File: src/rtl/bist_pkg.sv
// Shared types and constants for the BIST output response analyser.
package bist_pkg;

  typedef enum logic [1:0] {
    IDLE  = 2'd0,
    RUN   = 2'd1,
    CHECK = 2'd2
  } state_t;

  // Default feedback taps per supported MISR width (bit i set: top bit feeds stage i).
  localparam logic [3:0]  POLY_W4  = 4'b1000;
  localparam logic [7:0]  POLY_W8  = 8'b1011_1000;
  localparam logic [15:0] POLY_W16 = 16'hB400;
  localparam logic [31:0] POLY_W32 = 32'h8020_0003;

  // Picks the default tap set for a given width; unsupported widths fall back to a plain shift.
  function automatic logic [31:0] default_poly(input int width);
    case (width)
      4:       return {28'd0, POLY_W4};
      8:       return {24'd0, POLY_W8};
      16:      return {16'd0, POLY_W16};
      32:      return POLY_W32;
      default: return 32'd0;
    endcase
  endfunction

endpackage

File: src/rtl/misr_core.sv
// Parametrised multiple-input signature register with seed load and enable.
module misr_core
  import bist_pkg::*;
#(
  parameter int               WIDTH = 4,
  parameter logic [WIDTH-1:0] POLY  = WIDTH'(default_poly(WIDTH)),
  parameter logic [WIDTH-1:0] SEED  = '0
) (
  input  logic             clk,
  input  logic             reset_n,
  input  logic             load,
  input  logic             en,
  input  logic [WIDTH-1:0] data,
  output logic [WIDTH-1:0] misr
);

  logic [WIDTH-1:0] misr_next;

  // Next state: shift up, fold the top bit back through the taps, XOR in the response word.
  always_comb begin
    misr_next    = '0;
    misr_next[0] = misr[WIDTH-1] ^ data[0];
    for (int i = 1; i < WIDTH; i++) begin
      misr_next[i] = misr[i-1] ^ (POLY[i] & misr[WIDTH-1]) ^ data[i];
    end
  end

  // Signature register: seed on reset or load, compact only when enabled.
  always_ff @(posedge clk) begin
    if (!reset_n) begin
      misr <= SEED;
    end else if (load) begin
      misr <= SEED;
    end else if (en) begin
      misr <= misr_next;
    end
  end

endmodule

File: src/rtl/misr_ora_cmp.sv
// BIST output response analyser: compacts a window of CUT responses and
// compares the signature against a golden value with a start/done handshake.
module misr_ora_cmp
  import bist_pkg::*;
#(
  parameter int               WIDTH = 4,
  parameter logic [WIDTH-1:0] POLY  = WIDTH'(default_poly(WIDTH)),
  parameter logic [WIDTH-1:0] SEED  = '0,
  parameter int               CNT_W = 16
) (
  input  logic             clk,
  input  logic             reset_n,
  input  logic             start,
  input  logic [CNT_W-1:0] win_len,
  input  logic [WIDTH-1:0] golden,
  input  logic [WIDTH-1:0] resp_in,
  input  logic             resp_valid,
  output logic             busy,
  output logic             done,
  output logic             pass,
  output logic [WIDTH-1:0] signature
);

  state_t           state;
  logic [CNT_W-1:0] count;
  logic [CNT_W-1:0] count_inc;
  logic [CNT_W-1:0] win_len_q;
  logic [WIDTH-1:0] golden_q;
  logic [WIDTH-1:0] misr;
  logic             load;
  logic             accept;

  assign load      = (state == IDLE) && start;
  assign accept    = (state == RUN) && resp_valid;
  assign count_inc = count + CNT_W'(1);
  assign signature = misr;

  misr_core #(
    .WIDTH (WIDTH),
    .POLY  (POLY),
    .SEED  (SEED)
  ) u_misr (
    .clk     (clk),
    .reset_n (reset_n),
    .load    (load),
    .en      (accept),
    .data    (resp_in),
    .misr    (misr)
  );

  // Window parameters are captured once per accepted start; they need no reset.
  always_ff @(posedge clk) begin
    if (load) begin
      win_len_q <= win_len;
      golden_q  <= golden;
    end
  end

  // Window control: IDLE waits for start, RUN counts accepted responses, CHECK compares once.
  always_ff @(posedge clk) begin
    if (!reset_n) begin
      state <= IDLE;
      count <= '0;
      busy  <= 1'b0;
      done  <= 1'b0;
      pass  <= 1'b0;
    end else begin
      done <= 1'b0;
      case (state)
        IDLE: begin
          if (start) begin
            count <= '0;
            pass  <= 1'b0;
            busy  <= 1'b1;
            state <= (win_len == '0) ? CHECK : RUN;
          end
        end
        RUN: begin
          if (resp_valid) begin
            count <= count_inc;
            if (count_inc == win_len_q) begin
              state <= CHECK;
            end
          end
        end
        CHECK: begin
          pass  <= (misr == golden_q);
          done  <= 1'b1;
          busy  <= 1'b0;
          state <= IDLE;
        end
        default: begin
          busy  <= 1'b0;
          state <= IDLE;
        end
      endcase
    end
  end

endmodule

File: config.mk
export PLATFORM = sky130hd
export DESIGN_NAME = misr_ora_cmp
export DESIGN_NICKNAME = d
export VERILOG_FILES = /design/src/rtl/bist_pkg.sv /design/src/rtl/misr_core.sv /design/src/rtl/misr_ora_cmp.sv
export SDC_FILE = /design/constraint.sdc
export NUM_CORES = 1
export LEC_CHECK = 0
export BUFFER_PORTS_ARGS = -buffer_cell sky130_fd_sc_hd__clkbuf_2
export CORE_UTILIZATION = 61
export DETAILED_ROUTE_END_ITERATION = 10
export GPL_ROUTABILITY_DRIVEN = 0
export PLACE_DENSITY = 0.85
export SLEW_MARGIN = 20
export SYNTH_ARGS = -nofsm -noshare
export SYNTH_HDL_FRONTEND = slang
export SYNTH_SLANG_ARGS = --single-unit
File: constraint.sdc
create_clock -name clk -period 4.6 [get_ports clk]
set_input_delay 0.23 -clock clk [delete_from_list [all_inputs] [get_ports clk]]
set_output_delay 0.23 -clock clk [all_outputs]
set_load 0.005 [all_outputs]
==> results.txt, run 1 <==
critical path required time = 4.79 ns
asr flop ratio synth = 0%
share of cells above drive strength 1 = 16.8%
initial drt markers = 116
Sink Count = 45
Max Cap Viol = 0
Final period util = 56.2%
register area share after synthesis = 46.6%
Synth Net Count = 273
Syn Area/Cell = 9.68 µm²
post-synthesis compound-gate area fraction = 13.7%
Detail Placement HPWL = 3550 µm
P&R area growth vs syn = 9.75%
fmax = 387 MHz
combinational family with the most area after synthesis = simple AND/OR/NAND/NOR gates
xor/xnor share of the synthesized area = 11.1%
Routed WL = 4930 µm
worst flop-to-flop path startpoint = count[0]
Post-synth top cells = xnor2_1 (26), dfxtp_1 (25), nand2_1 (21), edfxtp_1 (20), nor2_1 (19)
first-pass GRT wire length = 8210 µm
Die Y = 64.2 µm
CP max stage cell = or4_1
Seq cells post-synth = 45
Core ar. = 3690 µm²
CTS HTree Levels = 2
Die Wd = 64.2 µm
Post-synth EDFFs = 20
Syn Inst Count = 244
DRT antenna net count = 0
vias in the first global route = 1774
Power Density = 291 nW/µm²
worst path cell trace = ha_1, nand4_4, or4_1, xnor2_1, nor4_1, nand4_1, a22oi_1, nor2b_1
CTS tree = done
drt drc = 0
I/O pin cnt = 35
critical path type = register to register
Pwr Total = 754 µW
most frequent cell after synthesis = xnor2_1
RSZ-0062 raised after global routing = false
Critical Path Max Stage Delay = 0.61 ns
diode count = 0
VDD IR-drop max = 0.217 mV
synth unique cells = 51
Vias = 1895
Worst Hold End = golden_q[3]
critical path arrival = 2.77 ns
worst hold path startpoint = golden[3]
TritonCTS buffer count = 5
min Tclk post-route = 2.58 ns
Hold Fails Final Rpt = 0
Hold-fix buffers, CTS = 0
TritonRoute pass-1 iters = 4
# rows = 22
final net count = 301
Rel. slew slack = 53.2%
largest net degree at the start of global routing = 24
antenna violations before repair = 0
Post-Synth Adder-Cell Area = 0.530%
vias per cell = 5.90
Leakage = 0.000929 µW
CP Launch Type = register
total grt overflow = 0
Worst Max-Slew Pin Slew = 0.701 ns
Clock Path Buffers = 2
IO Port Bufs = 34
Area after DPL = 2510 µm²
cell area after layout = 2590 µm²
gr busiest metal = met2
status = finished clean
met1 usage = 34.0%
Simple-Gate Fraction of Synth Area = 23.9%
Crit Path Max Fanout = 7
Yosys top cell by area = edfxtp_1
max-slew violation count = 0
final core occ = 70.3%
Worst R2R Setup Slack = 2.02 ns
largest cells by area after synthesis = edfxtp_1 (25%), dfxtp_1 (21%), xnor2_1 (9.6%)
length in cells of the worst reg-to-reg path = 8
Initial Utilization = 64.0%
WL/cell = 15.4 µm
ys flop type = dfxtp_1
Clock Latency Late Sink = 0.29 ns
setup_tns = 0 ns
CP delay by family, top = simple AND/OR/NAND/NOR gates
WP buf/inv = 0
met2 Usage GRT = 43.8%
clock root buffer = clkbuf_8
top cell type's share of synthesized area = 25.4%
mux cell area share after synthesis = 0%
capturing element type of the critical path = register
GR Util met3 = 5.54%
worst hold path class = input port to register
Die Area = 4130 µm²
Clock Skew = 0.00653 ns
CTS clk-pin slew, worst paths = 0.08 ns
Reg2Reg Capture Point = state[0]
# Post-CTS Setup Buffers = 0
CTS resizes = 0
final setup fails = 0
Ys Warns = 0
worst hold path stage count = 1
GRT Util Overall = 26.4%
synthesized cell area = 2360 µm²
cell families (layout without fill, tap and decap cells):
kind of cell	count (synthesis)	after routing
AND/OR/NAND/NOR	100	100
AO/OA/AOI/OAI	50	50
flip-flops	45	45
XOR/XNOR	30	30
buffers and inverters	18	47
adder cells (fa/ha/maj)	1	1
metrics by stage:
step | std cells | worst slack [ns] | hold slack, ns
after floorplan | 244 | 2.31 | 0.329
final | 321 | 2.02 | 0.111
after global placement | 313 | 2.20 | 0.406
after CTS | 321 | 2.05 | 0.106
after global routing | 321 | 1.82 | 0.103
after detailed placement | 313 | 2.06 | 0.409
worst max-delay path by stage:
stage | slack, ns | cells after the start | end | startpoint
2_1_floorplan | 2.31 | 8 | state[0] | count[0]
3_3_place_gp | 2.20 | 8 | state[0] | count[0]
3_5_place_dp | 2.06 | 8 | state[0] | count[0]
4_1_cts | 2.05 | 8 | state[0] | count[0]
5_1_grt | 1.82 | 8 | state[0] | count[0]
6_report | 2.02 | 8 | state[0] | count[0]
cell usage in the layout, fill, tap and decap left out, drive strengths merged, types with 2 or more instances in the layout:
cell type / Yosys / routed
a211oi: 3 / 3
nand3: 10 / 10
nor2b: 12 / 12
clkbuf: 7 / 42
xor2: 4 / 4
and2: 6 / 6
nand2b: 2 / 2
nor2: 19 / 19
nor3: 6 / 6
o211ai: 2 / 2
inv: 5 / 5
a21oi: 10 / 10
nand2: 21 / 21
nand4: 7 / 7
dfxtp: 25 / 25
a31oi: 2 / 2
and4: 2 / 2
a22oi: 4 / 4
o21ai: 15 / 15
xnor2: 26 / 26
a21boi: 2 / 2
o22ai: 3 / 3
nor4: 8 / 8
edfxtp: 20 / 20
power by group:
part / leakage (µW) / internal (µW) / switching [µW]
registers: 0.000394 / 434 / 9.70
logic: 0.000496 / 33.1 / 45.5
clock network: 0.0000395 / 108 / 124
total: 0.000929 / 575 / 179
cell type report:
cell class | count | area (µm²)
Clock buffer | 8 | 80.1
Multi-Input combinational cell | 181 | 1160
Fill cell | 303 | 1100
Inverter | 5 | 18.8
Timing Repair Buffer | 34 | 170
Tap cell | 48 | 60.1
Sequential cell | 45 | 1100
state kept, by name, indices dropped and copies added (netlist names):
name / flops
count: 16
win_len_q: 16
golden_q: 4
u_misr.misr: 4
state: 2
busy: 1
done: 1
pass: 1
metal layers:
| metal | vias up | share of wire, % | routed length (µm) |
|---|---|---|---|
| li1 | 937 | - | - |
| met1 | 886 | 44 | 2190 |
| met2 | 64 | 48 | 2390 |
| met3 | 8 | 5.7 | 279 |
| met5 | - | 0 | 0 |
| met4 | 0 | 1.5 | 74 |
Power figures use the tool's default switching activity.
==> inputs of run 2 (changes only) <==
Settings changed: ABC_AREA set to 1, CORE_UTILIZATION 61 to 57, PLACE_DENSITY 0.85 to 0.8.
Clock period 4.6 ns to 2.5 ns, I/O delays scaled along.
==> run 2 against run 1 <==
First-iteration DRC count rose by 83%. Design area up 9.6%. Register-to-register slack worse by 1.4 ns. Cell count rose by 31%. Fmax grew 34%. Critical path type unchanged. Critical endpoint unchanged. Largest power group unchanged.
==> results.txt, run 2 <==
Worst R2R Setup Slack = 0.57 ns
CP Launch Type = register
WL/cell = 13.1 µm
Ys Warns = 0
Register Area = 1100 µm²
P&R area growth vs syn = 17.2%
most frequent cells in the layout = nand2_1 (101), nand3_1 (40), inv_1 (37)
met1 usage = 34.8%
# Post-CTS Setup Buffers = 0
Vias = 2237
worst path cell trace = ha_1, nand3_1, nor2_1, nand3_1, nand2_1, nand3_1, nand2_1, nand2_1, nor2_1, nand3_2, nand2_1, a21oi_1
P_int = 1170 µW
GRT Util Overall = 26.7%
Clock Path Buffers = 2
Logic pwr share = 10.0%
commonest non-fill, non-tap cell in the layout = nand2_1
critical path arrival = 2.12 ns
antenna violations before repair = 0
setup_tns = 0 ns
status = finished clean
worst slack at placement = 0.608 ns
Die Y = 67.2 µm
Synth Net Count = 352
max-slew violation count = 0
diode count = 0
Hold Worst Slack = 0.00797 ns
asr flop ratio synth = 0%
Syn Inst Count = 323
Worst Max-Slew Pin Slew = 0.671 ns
critical path type = register to register
gr busiest metal = met2
Crit Path Max Fanout = 6
Rel. slew slack = 55.2%
synth unique cells = 32
TritonRoute pass-1 iters = 5
TritonCTS buffer count = 5
largest net degree at the start of global routing = 23
CTS clk-pin slew, worst paths = 0.09 ns
Finished Layout Cells = 421
Detail Placement HPWL = 4150 µm
area of the multi-input gates = 1150 µm²
synthesized cell area = 2420 µm²
switching part of the total = 24.6%
Critical Path Max Stage Delay = 0.47 ns
clock power share = 36.7%
first-pass GRT wire length = 8650 µm
worst hold path class = input port to register
top flop regs = count x16, win_len_q x16
Syn Area/Cell = 7.50 µm²
CTS HTree Levels = 2
vias in the first global route = 1941
vias per cell = 5.31
Post-synth EDFFs = 20
Sink Count = 45
drt drc = 0
Core ar. = 4030 µm²
initial drt markers = 212
fillers = 324
RSZ-0062 raised after global routing = false
ys flop type = dfxtp_1
largest cells by area after synthesis = edfxtp_1 (25%), dfxtp_1 (21%), nand2_1 (16%)
final net count = 399
most frequent cell after synthesis = nand2_1
IO Port Bufs = 34
Power Density = 548 nW/µm²
CP max stage cell = dfxtp_1
clock root buffer = clkbuf_8
worst setup margin = 0.573 ns
Final period util = 77.1%
GR Util met3 = 6.42%
final setup fails = 0
Clock Skew = 0.00315 ns
Inst Count DP = 407
Leakage = 0.00124 µW
part of the power in registers = 53.3%
CTS tree = done
share of cells above drive strength 1 = 17.3%
fmax = 519 MHz
VDD IR-drop max = 0.433 mV
Switching Power = 384 µW
met2 Usage GRT = 42.9%
min Tclk post-route = 1.93 ns
# rows = 23
Routed WL = 5530 µm
top cell type's share of synthesized area = 24.8%
I/O pin cnt = 35
Die Area = 4520 µm²
Seq cells post-synth = 45
Die Wd = 67.2 µm
DRT antenna net count = 0
Clock Latency Late Sink = 0.30 ns
Yosys top cell by area = edfxtp_1
capturing element type of the critical path = register
most used cell, CP = nand2_1
Post-synth top cells = nand2_1 (101), nand3_1 (40), inv_1 (37), dfxtp_1 (25), a21oi_1 (23)
critical path required time = 2.69 ns
Initial Utilization = 60.2%
Pwr Total = 1560 µW
Hold Fails Final Rpt = 0
Max Cap Viol = 0
total grt overflow = 0
register area share after synthesis = 45.4%
==> run 2: stage by stage <==
| stage | area (µm²) | utilization, % |
|---|---|---|
| 6_report | 2840 | 70.5 |
| 5_1_grt | 2840 | 70.5 |
| 4_1_cts | 2820 | 70.0 |
| 3_5_place_dp | 2670 | 66.1 |
| 3_3_place_gp | 2670 | 66.1 |
| 2_1_floorplan | 2420 | - |
==> run 2: worst paths after layout <==
kind / from / endpoint / cells after the start
worst max-delay path: count[0] / state[0] / 12
worst min-delay path: win_len[11] / win_len_q[11] / 1
worst max register to register: count[0] / state[0] / 12
worst min register to register: busy / busy / 2
==> run 2: layout make-up <==
type                            instances  area share, %
Timing Repair Buffer                   43           8.89
Multi-Input combinational cell        233           40.5
Sequential cell                        45           38.7
Clock buffer                            5           2.42
Inverter                               42           5.55
Tap cell                               50           2.20
Clock inverter                          3           1.67
==> run 2: critical path: cells and delay by family (launching register included) <==
kind,cells,cell delay [ns]
flip-flops,1,0.47
AO/OA/AOI/OAI,1,0.05
adder cells (fa/ha/maj),1,0.26
AND/OR/NAND/NOR,10,1.04
==> run 2: cells by family (layout without fill, tap and decap cells) <==
| family | Yosys count | after routing | share of synthesized area, % |
|---|---|---|---|
| AOI/OAI and AO/OA | 36 | 36 | 8.36 |
| DFF | 45 | 45 | 45.4 |
| buffers and inverters | 45 | 93 | 7.07 |
| adders and majority gates | 1 | 1 | 0.516 |
| and+or+nand+nor | 189 | 189 | 36.1 |
| xor gates and xnor gates | 7 | 7 | 2.53 |
==> run 2: power groups by stage <==
stage	Combinational, µW	Clock [µW]	Sequential (µW)
4_1_cts	153	577	830
2_1_floorplan	87.8	0	840
3_5_place_dp	147	0	847
5_1_grt	172	607	835
3_3_place_gp	145	0	845
6_report	155	572	831
==> run 2: per-layer routing <==
| metal | vias up | part of all wire, % |
|---|---|---|
| li1 | 1158 | - |
| met1 | 1000 | 44 |
| met2 | 73 | 49 |
| met3 | 6 | 6.2 |
| met4 | 0 | 1.4 |
| met5 | - | 0 |
==> run 2: what timing repair did <==
action / in CTS / in global routing
gates resized for setup: 0 / 0
endpoints found under the hold margin: 4 / 2
hold buffers: 4 / 2
